[src/rtl/pwm_tick_gen_if.sv]
// pwm_tick_gen_if -- configuration handshake for pwm_tick_gen.
//   cfg_valid  : configuration offer (master -> slave)
//   cfg_ready  : pending slot empty   (slave -> master)
//   cfg_period : period value P, one period is P+1 ticks (edge-aligned)
//   cfg_duty   : duty value D, output high for D ticks per period
// A configuration transfers on a cycle where cfg_valid and cfg_ready are both high.
interface pwm_tick_gen_if #(
  parameter int unsigned NBITS = 8
);
  logic             cfg_valid;
  logic             cfg_ready;
  logic [NBITS-1:0] cfg_period;
  logic [NBITS-1:0] cfg_duty;

  modport master (
    output cfg_valid,
    output cfg_period,
    output cfg_duty,
    input  cfg_ready
  );

  modport slave (
    input  cfg_valid,
    input  cfg_period,
    input  cfg_duty,
    output cfg_ready
  );
endinterface

[src/rtl/pwm_tick_gen.sv]
// pwm_tick_gen -- tick-driven PWM generator with double-buffered configuration.
// Ports:
//   clk        : system clock, all flops on rising edge
//   rstn       : synchronous active-low reset
//   tick       : one-cycle count enable from the upstream divider
//   en         : level-sensitive run request
//   cfg        : pwm_tick_gen_if.slave (cfg_valid/cfg_ready/cfg_period/cfg_duty)
//   pwm_out    : registered PWM output
//   period_end : one-cycle pulse after each period wrap
//   busy       : high while the FSM is not IDLE
// Build option: define PWM_CENTER_ALIGN_EN for up/down (center-aligned)
// counting with a 2P-tick period; default is edge-aligned up-counting.
module pwm_tick_gen #(
  parameter int unsigned NBITS = 8
) (
  input  logic             clk,
  input  logic             rstn,
  input  logic             tick,
  input  logic             en,
  pwm_tick_gen_if.slave    cfg,
  output logic             pwm_out,
  output logic             period_end,
  output logic             busy
);

  typedef enum logic [1:0] {
    S_IDLE,
    S_RUN,
    S_DRAIN
  } state_t;

  state_t           r_state;
  logic [NBITS-1:0] r_cnt;
  logic [NBITS-1:0] r_period_a;
  logic [NBITS-1:0] r_duty_a;
  logic [NBITS-1:0] r_pend_period;
  logic [NBITS-1:0] r_pend_duty;
  logic             r_pend_valid;
  logic             r_pwm;
  logic             r_period_end;

  logic             w_accept;
  logic             w_wrap;
  logic [NBITS-1:0] w_cnt_nxt;

`ifdef PWM_CENTER_ALIGN_EN
  logic             r_dir;      // 1 while counting down
  logic             w_dir_nxt;
`endif

  assign w_accept      = cfg.cfg_valid && !r_pend_valid;
  assign cfg.cfg_ready = !r_pend_valid;
  assign busy          = (r_state != S_IDLE);
  assign pwm_out       = r_pwm;
  assign period_end    = r_period_end;

  // Next count and wrap detection, applied only on tick in RUN/DRAIN.
  always_comb begin
    w_wrap    = 1'b0;
    w_cnt_nxt = r_cnt;
`ifdef PWM_CENTER_ALIGN_EN
    w_dir_nxt = r_dir;
    if (!r_dir) begin
      if (r_cnt == r_period_a) begin
        // P=0 or P=1 has no down leg: the top of the count is the wrap.
        if (r_period_a <= NBITS'(1)) begin
          w_wrap    = 1'b1;
          w_cnt_nxt = '0;
        end else begin
          w_dir_nxt = 1'b1;
          w_cnt_nxt = r_cnt - NBITS'(1);
        end
      end else begin
        w_cnt_nxt = r_cnt + NBITS'(1);
      end
    end else begin
      if (r_cnt == NBITS'(1)) begin
        w_wrap    = 1'b1;
        w_dir_nxt = 1'b0;
        w_cnt_nxt = '0;
      end else begin
        w_cnt_nxt = r_cnt - NBITS'(1);
      end
    end
`else
    if (r_cnt == r_period_a) begin
      w_wrap    = 1'b1;
      w_cnt_nxt = '0;
    end else begin
      w_cnt_nxt = r_cnt + NBITS'(1);
    end
`endif
  end

  always_ff @(posedge clk) begin
    if (!rstn) begin
      r_state       <= S_IDLE;
      r_cnt         <= '0;
      r_period_a    <= '0;
      r_duty_a      <= '0;
      r_pend_period <= '0;
      r_pend_duty   <= '0;
      r_pend_valid  <= 1'b0;
      r_pwm         <= 1'b0;
      r_period_end  <= 1'b0;
`ifdef PWM_CENTER_ALIGN_EN
      r_dir         <= 1'b0;
`endif
    end else begin
      r_period_end <= 1'b0;
      r_pwm        <= (r_state != S_IDLE) && (r_cnt < r_duty_a);

      // Accept only into an empty slot, so it never collides with a consume.
      if (w_accept) begin
        r_pend_period <= cfg.cfg_period;
        r_pend_duty   <= cfg.cfg_duty;
        r_pend_valid  <= 1'b1;
      end

      case (r_state)
        S_IDLE: begin
          r_cnt <= '0;
`ifdef PWM_CENTER_ALIGN_EN
          r_dir <= 1'b0;
`endif
          if (r_pend_valid) begin
            r_period_a   <= r_pend_period;
            r_duty_a     <= r_pend_duty;
            r_pend_valid <= 1'b0;
          end
          if (en) begin
            r_state <= S_RUN;
          end
        end

        S_RUN, S_DRAIN: begin
          if (r_state == S_RUN) begin
            if (!en) r_state <= S_DRAIN;
          end else if (en) begin
            r_state <= S_RUN;
          end

          if (tick) begin
            r_cnt <= w_cnt_nxt;
`ifdef PWM_CENTER_ALIGN_EN
            r_dir <= w_dir_nxt;
`endif
            if (w_wrap) begin
              r_period_end <= 1'b1;
              if (r_pend_valid) begin
                r_period_a   <= r_pend_period;
                r_duty_a     <= r_pend_duty;
                r_pend_valid <= 1'b0;
              end
              if (r_state == S_DRAIN && !en) begin
                r_state <= S_IDLE;
              end
            end
          end
        end

        default: r_state <= S_IDLE;
      endcase
    end
  end

endmodule

[src/flat_wrapper.sv]
// flat-port wrapper written by rule: the top's interface ports become plain ports
module pwm_tick_gen_flat 
#(
  parameter int unsigned NBITS = 8
)
  (clk, rstn, tick, en, pwm_out, period_end, busy, cfg_cfg_valid, cfg_cfg_period, cfg_cfg_duty, cfg_cfg_ready);
  pwm_tick_gen_if #(.NBITS(NBITS)) cfg_i ();
  input  logic clk;
  input  logic rstn;
  input  logic tick;
  input  logic en;
  output logic pwm_out;
  output logic period_end;
  output logic busy;
  input wire logic [$bits(cfg_i.cfg_valid)-1:0] cfg_cfg_valid;
  input wire logic [$bits(cfg_i.cfg_period)-1:0] cfg_cfg_period;
  input wire logic [$bits(cfg_i.cfg_duty)-1:0] cfg_cfg_duty;
  output wire logic [$bits(cfg_i.cfg_ready)-1:0] cfg_cfg_ready;
  assign cfg_i.cfg_valid = cfg_cfg_valid;
  assign cfg_i.cfg_period = cfg_cfg_period;
  assign cfg_i.cfg_duty = cfg_cfg_duty;
  assign cfg_cfg_ready = cfg_i.cfg_ready;
  pwm_tick_gen #(.NBITS(NBITS)) u_core (.clk(clk), .rstn(rstn), .tick(tick), .en(en), .cfg(cfg_i), .pwm_out(pwm_out), .period_end(period_end), .busy(busy));
endmodule
[config.mk]
export PLATFORM = sky130hd
export DESIGN_NAME = pwm_tick_gen_flat
export DESIGN_NICKNAME = d
export VERILOG_FILES = /design/src/rtl/pwm_tick_gen_if.sv /design/src/rtl/pwm_tick_gen.sv /design/src/flat_wrapper.sv
export SDC_FILE = /design/constraint.sdc
export NUM_CORES = 1
export LEC_CHECK = 0
export ABC_CLOCK_PERIOD_IN_PS = 2100
export CORE_ASPECT_RATIO = 0.75
export CORE_MARGIN = 5
export CORE_UTILIZATION = 40
export DETAILED_ROUTE_END_ITERATION = 7
export GPL_TIMING_DRIVEN = 0
export PLACE_DENSITY = 0.72
export SLEW_MARGIN = 20
export SYNTH_ARGS = -nofsm -noshare
export SYNTH_HDL_FRONTEND = slang
export SYNTH_SLANG_ARGS = --single-unit
[constraint.sdc]
create_clock -name clk -period 2.1 [get_ports clk]
set_input_delay 0.63 -clock clk [delete_from_list [all_inputs] [get_ports clk]]
set_output_delay 0.63 -clock clk [all_outputs]
set_load 0.02 [all_outputs]
# --- Word level (Yosys, flattened, before mapping) ---
# Cells that the tools add are included.
word_totals:
  out_inout_bits: 4
  ff_bits: 45
  mem_bits_rw: 0
  romBits: 0
  word_cells: 53
  latchBits: 0
  mem_count: 0
  input_bits: 21
classes:
  n_eq_ne: 5
  order_cmp: 1
  add_sub_neg: 1
  div_mod_pow: 0
  mux: 25
  bitwise_logic: 0
  mul: 0
  n_reduce_logical: 12
  shift: 0
op_table:
  columns: ["op", "n"]
  rows:
  - ["$mux 8", 8]
  - ["$pmux 8 s2", 3]
  - ["$mux 2", 6]
  - ["$add 8x1->8 const B", 1]
  - ["$eq 8x8->1", 1]
  - ["$lt 8x8->1", 1]
  - ["$mux 1", 6]
  - ["$reduce_and 3->1", 2]
  - ["$pmux 2 s2", 1]
  - ["$reduce_bool 2->1", 2]
  - ["$logic_and 1x1->1", 3]
  - ["$eq 2x1->1 const B", 1]
  - ["$eq 2x2->1 const B", 1]
  - ["$logic_not 1->1", 2]
  - ["$logic_not 2->1", 1]
  - ["$ne 2x1->1 const B", 1]
  - ["$ne 2x2->1 const B", 1]
  - ["$pmux 1 s2", 1]
  - ["$reduce_and 2->1", 1]
  - ["$reduce_or 2->1", 1]

# --- Longest topological paths before layout ---
# Gate-level depths: netlist of the first run.
logic_depth:
  ltp_word: 7
  mapped_depth: 9
  mapped_depth_nobuf: 7

# --- Worst setup path before layout of the first run ---
# No wires, ideal clock.
synth_path:
  path_type: "register to register"
  from: "reg u_core.r_state[1]"
  to: "reg u_core.r_duty_a[5]"
  setup_ns: 0.087
  period_less_slack_ns: 1.706
  path_stages_with_launch: 9
  arrival_time_ns: 1.619
  required_time_ns: 2.013
  slack_ns: 0.394
  n_path_buf: 2
  cell_sequence: "dfxtp_1 > inv_1 > ha_1 > clkbuf_1 > nand2_1 > nor2_1 > a32o_2 > buf_4 > o31ai_1"
synth_between:
  elab_chain_cells: 4
  word_cells_on_any_way: 9
  cone_classes: "eq/ne: 4; mux: 1; reduce/logical: 4"
synth_lines:
  columns: ["item", "line_no", "text"]
  rows:
  - ["start: declaration", "pwm_tick_gen.sv:32", "state_t r_state;"]
  - ["start signal: assignment", "pwm_tick_gen.sv:97", "r_state <= S_IDLE;"]
  - ["start signal: assignment", "pwm_tick_gen.sv:132", "r_state <= S_RUN;"]
  - ["start signal: assignment", "pwm_tick_gen.sv:138", "if (!en) r_state <= S_DRAIN;"]
  - ["$eq 2x2->1 or $eq 2x1->1 (tied branches)", "pwm_tick_gen.sv:120", "case (r_state)"]
  - ["$reduce_or 2->1", "pwm_tick_gen.sv:120", null]
  - ["$ne 2x1->1 (no source line) (tied with other cells)", null, null]
  - ["$reduce_and 3->1 (no source line)", null, null]
  - ["end signal: assignment", "pwm_tick_gen.sv:128", "r_duty_a <= r_pend_duty;"]
  - ["end signal: assignment", "pwm_tick_gen.sv:152", "r_duty_a <= r_pend_duty;"]
  - ["end: declaration", "pwm_tick_gen.sv:35", "logic [NBITS-1:0] r_duty_a;"]
# Parallel ways exist; a longest one is shown, timed or not.
# A chain may end at the register's enable or synchronous reset.

# --- Worst setup path in the final report of the first run ---
layout_path:
  from: "reg u_core.r_state[0]"
  to: "out busy"
layout_between:
  elab_chain_cells: 1
layout_lines:
  columns: ["item", "line_no", "text"]
  rows:
  - ["$reduce_bool 2->1", "pwm_tick_gen.sv:53", "assign busy = (r_state != S_IDLE);"]
  - ["end: declaration", "flat_wrapper.sv:14", "output logic busy;"]
# Every way passes these cells.

==> impl_metrics.csv, run 1 <==
group,metric,value,unit
cts,cts_tree,"done",
timing,maxSlewViolCount,0,
cts,cts-buffers-inserted,5,
floorplan,dieArea,7020,um^2
floorplan,die_x,95.1,um
floorplan,fp.dieH,73.8,um
setup_path,worstSetupPathType,"reg2out",
detailed_routing,totalWireLength,4.79,mm
floorplan,rows,23,
cts,clock_latency,0.31,ns
cells_and_area,area_delta_synth_final,20.7,%
cells_and_area,final_core_util,0.495,
pwr,p_leak,1.04,nW
pwr,power.share.sequential,0.501,
pwr,p_per_area,698,nW/um^2
grt,grt_usage,0.155,
cells_and_area,nFillCells,545,
setup_path,reg2reg_slack,0.15,ns
placed_design,dp_hpwl,3.53,mm
placed_design,placed_area,2510,um^2
detailed_routing,wire_per_inst,13.3,um
synth,yosysUniqueCellTypes,35,
timing,rsz0062_at_grt,"false",
timing,min_period_over_period,0.956,
outcome,status,"finished, final reports clean",
timing,skew,0.0122,ns
timing,worst_slew_margin_rel,0.641,
setup_path,cp_max_fo,5,
grt,grt_pass1_wl,8.27,mm
pwr,p_sw,0.535,mW
pwr,p_int,1.30,mW
timing,fmax,498,MHz
job,maxCapViolCount,0,
cells_and_area,nNetsFinal,316,
cells_and_area,stdcell_area,2620,um^2
timing,worst_slew_pin_slew,0.534,ns
cts,cts-hold-fix-buffers,0,
floorplan,start_util,0.410,
grt,grt_max_degree,16,
timing,hold_viol,0,
detailed_routing,dr.pass1.iters,4,
pwr,p_sw_frac,0.292,
cts,clk_pin_slew,0.09,ns
setup_path,r2r_start,"u_core.r_cnt[1]",
placed_design,portBuffers,24,
setup_path,setup.worst_path.start_class,"flop",
pwr,combPwrFrac,0.174,
detailed_routing,remaining_drc_errors,0,
floorplan,ios,25,
synth,yosysWarnings,0,
setup_path,rr_worst_depth,5,
setup_path,worstPathCellList,"inv_1, ha_1, inv_2, clkdlybuf4s15_2",
setup_path,endpoint_kind,"output pin",
cts,numClockSinks,45,
detailed_routing,vias_per_cell,5.04,
synth,synth_nets,286,
cts,clockRootBuffer,"clkbuf_8",
grt,grt_antenna_before_repair,0,
detailed_routing,drt_iter0_markers,110,
pwr,ir_worst_vdd,0.318,mV
cts,cts_setup_buffers,0,
timing,fin_crit,2.01,ns
timing,hold_slack,0.458,ns
pwr,p_clk_frac,0.325,
cts,cts_max_path_buffers,2,
floorplan,fp.coreArea,5300,um^2
setup_path,crit_path_max_incr_delay,0.36,ns
synth,syn_area_per_cell,8.59,um^2
setup_path,cp-startpoint,"u_core.r_state[0]",
grt,overflow,0,
grt,grt_pass1_vias,1766,
synth,syn_area,2170,um^2
setup_path,required,1.47,ns
detailed_routing,num_vias,1808,
cells_and_area,post_route_cells_drive_above_1_share,0.134,
timing,setup_viol,0,
cts,cts_max_level,2,
worst_hold_path,hold_depth,2,
synth,synth_seq_cells,45,
synth,yosysSeqAreaShare,0.415,
worst_hold_path,min_from,"u_core.r_pend_period[1]",
setup_path,crit_buf_inv,3,
synth,synthCells,253,
detailed_routing,ant_nets,0,
setup_path,critPathSlowestCell,"dfxtp_1",
setup_path,critical_path.top_delay_family,"buffers and inverters",
setup_path,crit_arrival,1.38,ns
setup_path,path_depth,4,
cells_and_area,num_antenna_cells,0,
worst_hold_path,hp-class,"reg2reg",
placed_design,gp_congestion,0.806,
[cell families (layout without fill, tap and decap cells)]
family	Yosys count	in the layout	synth area share
mux	1	1	0.00461
flops	45	45	0.415
simple gates	98	98	0.230
buf+inv	27	58	0.0599
xor+xnor	8	8	0.0323
compound gates	62	62	0.189
fa+ha+maj	12	12	0.0691
[worst paths after layout]
kind | endpoint
max | busy
min | u_core.r_period_a[1]
max reg2reg | u_core.r_duty_a[4]
min reg2reg | u_core.r_period_a[1]
[final cells by class]
cell class	count	area [um^2]	area share
Multi-Input combinational cell	181	1150	0.440
Sequential cell	45	902	0.344
Timing Repair Buffer	24	244	0.0931
Tap cell	75	93.8	0.0358
Clock buffer	6	82.6	0.0315
Buffer	13	80.1	0.0305
Inverter	13	48.8	0.0186
Clock inverter	2	17.5	0.00668
[routing by layer]
layer	global-route usage	wire [um]	vias to the layer above
met4	0.0704	80	0
met5	0	0	-
met1	0.215	2450	813
met3	0.0358	278	8
li1	-	-	940
met2	0.227	1970	47
[power by group through the flow]
stage	registers, mW	logic (mW)	clock network [mW]
floorplan	0.932	0.204	0
global placement	0.935	0.308	0
detailed placement	0.937	0.314	0
CTS	0.917	0.315	0.604
global route	0.922	0.353	0.640
finish	0.917	0.318	0.595
[tightest hold or removal path: cells and delay by family, from the launching register on]
family	cells	cell delay (ns)
flops	1	0.33
compound gates	1	0.04
simple gates	1	0.06
[timing repair]
action	4_1_cts	5_1_grt
endpoints found under the setup margin	1	20
pin swaps	0	1
gates resized for setup	3	9
gates cloned	0	0
[stage by stage]
step	TNS [ns]	power, mW	setup slack, ns	std cells
global placement	-1.41	1.24	-0.140	352
CTS	0	1.84	0.0107	360
global route	0	1.92	0.0129	359
finish	0	1.83	0.0930	359
floorplan	0	1.14	0.394	253
detailed placement	-1.79	1.25	-0.172	352
[cell usage in the layout (no fill, tap or decap), types with 2 or more instances in the layout]
| cell type | Yosys | final |
|---|---|---|
| o21ai_0 | 2 | 2 |
| a21oi_1 | 24 | 23 |
| buf_2 | 2 | 2 |
| a31oi_1 | 7 | 7 |
| nand3_2 | 7 | 7 |
| clkbuf_1 | 8 | 5 |
| o21ai_1 | 3 | 3 |
| nor2b_1 | 2 | 2 |
| a21o_1 | 3 | 3 |
| dfxtp_1 | 45 | 44 |
| nand3_1 | 18 | 18 |
| xor2_1 | 8 | 8 |
| a2111oi_0 | 2 | 2 |
| ha_1 | 12 | 12 |
| inv_1 | 13 | 12 |
| nor4_4 | 2 | 2 |
| o31ai_1 | 7 | 7 |
| clkbuf_2 | 0 | 2 |
| buf_6 | 3 | 3 |
| nand2b_1 | 4 | 4 |
| clkdlybuf4s50_1 | 0 | 22 |
| nor2_1 | 8 | 8 |
| and3_1 | 3 | 3 |
| nand2_1 | 51 | 51 |
| o21ai_2 | 7 | 7 |
| clkbuf_8 | 0 | 6 |
[cells in the mapped netlist]
master	instances	area, um^2
o21ai_2	7	61.3
buf_4	1	7.51
nor2_1	8	30.0
inv_1	13	48.8
o21ai_1	3	15.0
a21oi_1	24	120
o31a_1	1	8.76
mux2i_1	1	10.0
a32o_2	1	11.3
ha_1	12	150
and3_1	3	18.8
nor4_4	2	42.5
nand2_1	51	191
nand3_1	18	90.1
a21oi_2	1	8.76
o221a_1	1	11.3
a41oi_1	1	8.76
and2_1	1	6.26
nand4_1	1	6.26
nand3_2	7	70.1
nand2b_1	4	25.0
a22oi_1	1	7.51
a31oi_1	7	43.8
o21ai_0	2	10.0
buf_6	3	33.8
buf_2	2	10.0
a2111o_1	1	11.3
xor2_1	8	70.1
nor2b_1	2	12.5
a21o_1	3	22.5
a2111oi_0	2	17.5
nor3b_1	1	7.51
clkbuf_1	8	30.0
dfxtp_1	45	901
o31ai_1	7	52.6
[sequential cells by signal (all words and copies together) (netlist names)]
name,cells
u_core.r_cnt,8
u_core.r_pend_duty,8
u_core.r_state,2
u_core.r_period_a,8
u_core.r_pend_period,8
u_core.r_pend_valid,1
u_core.period_end,1
u_core.pwm_out,1
u_core.r_duty_a,8
Note: power is estimated with default switching activity, not from simulation.
==> run 2, diff against run 1 <==
--- a/config.mk
+++ b/config.mk
@@ -9,6 +9,7 @@
 export CORE_ASPECT_RATIO = 0.75
 export CORE_MARGIN = 5
 export CORE_UTILIZATION = 40
+export CTS_CLUSTER_SIZE = 14
 export DETAILED_ROUTE_END_ITERATION = 7
 export GPL_TIMING_DRIVEN = 0
 export PLACE_DENSITY = 0.72
==> results of run 2 <==
The final DEF is identical to that of run 1; final timing and power are the same.
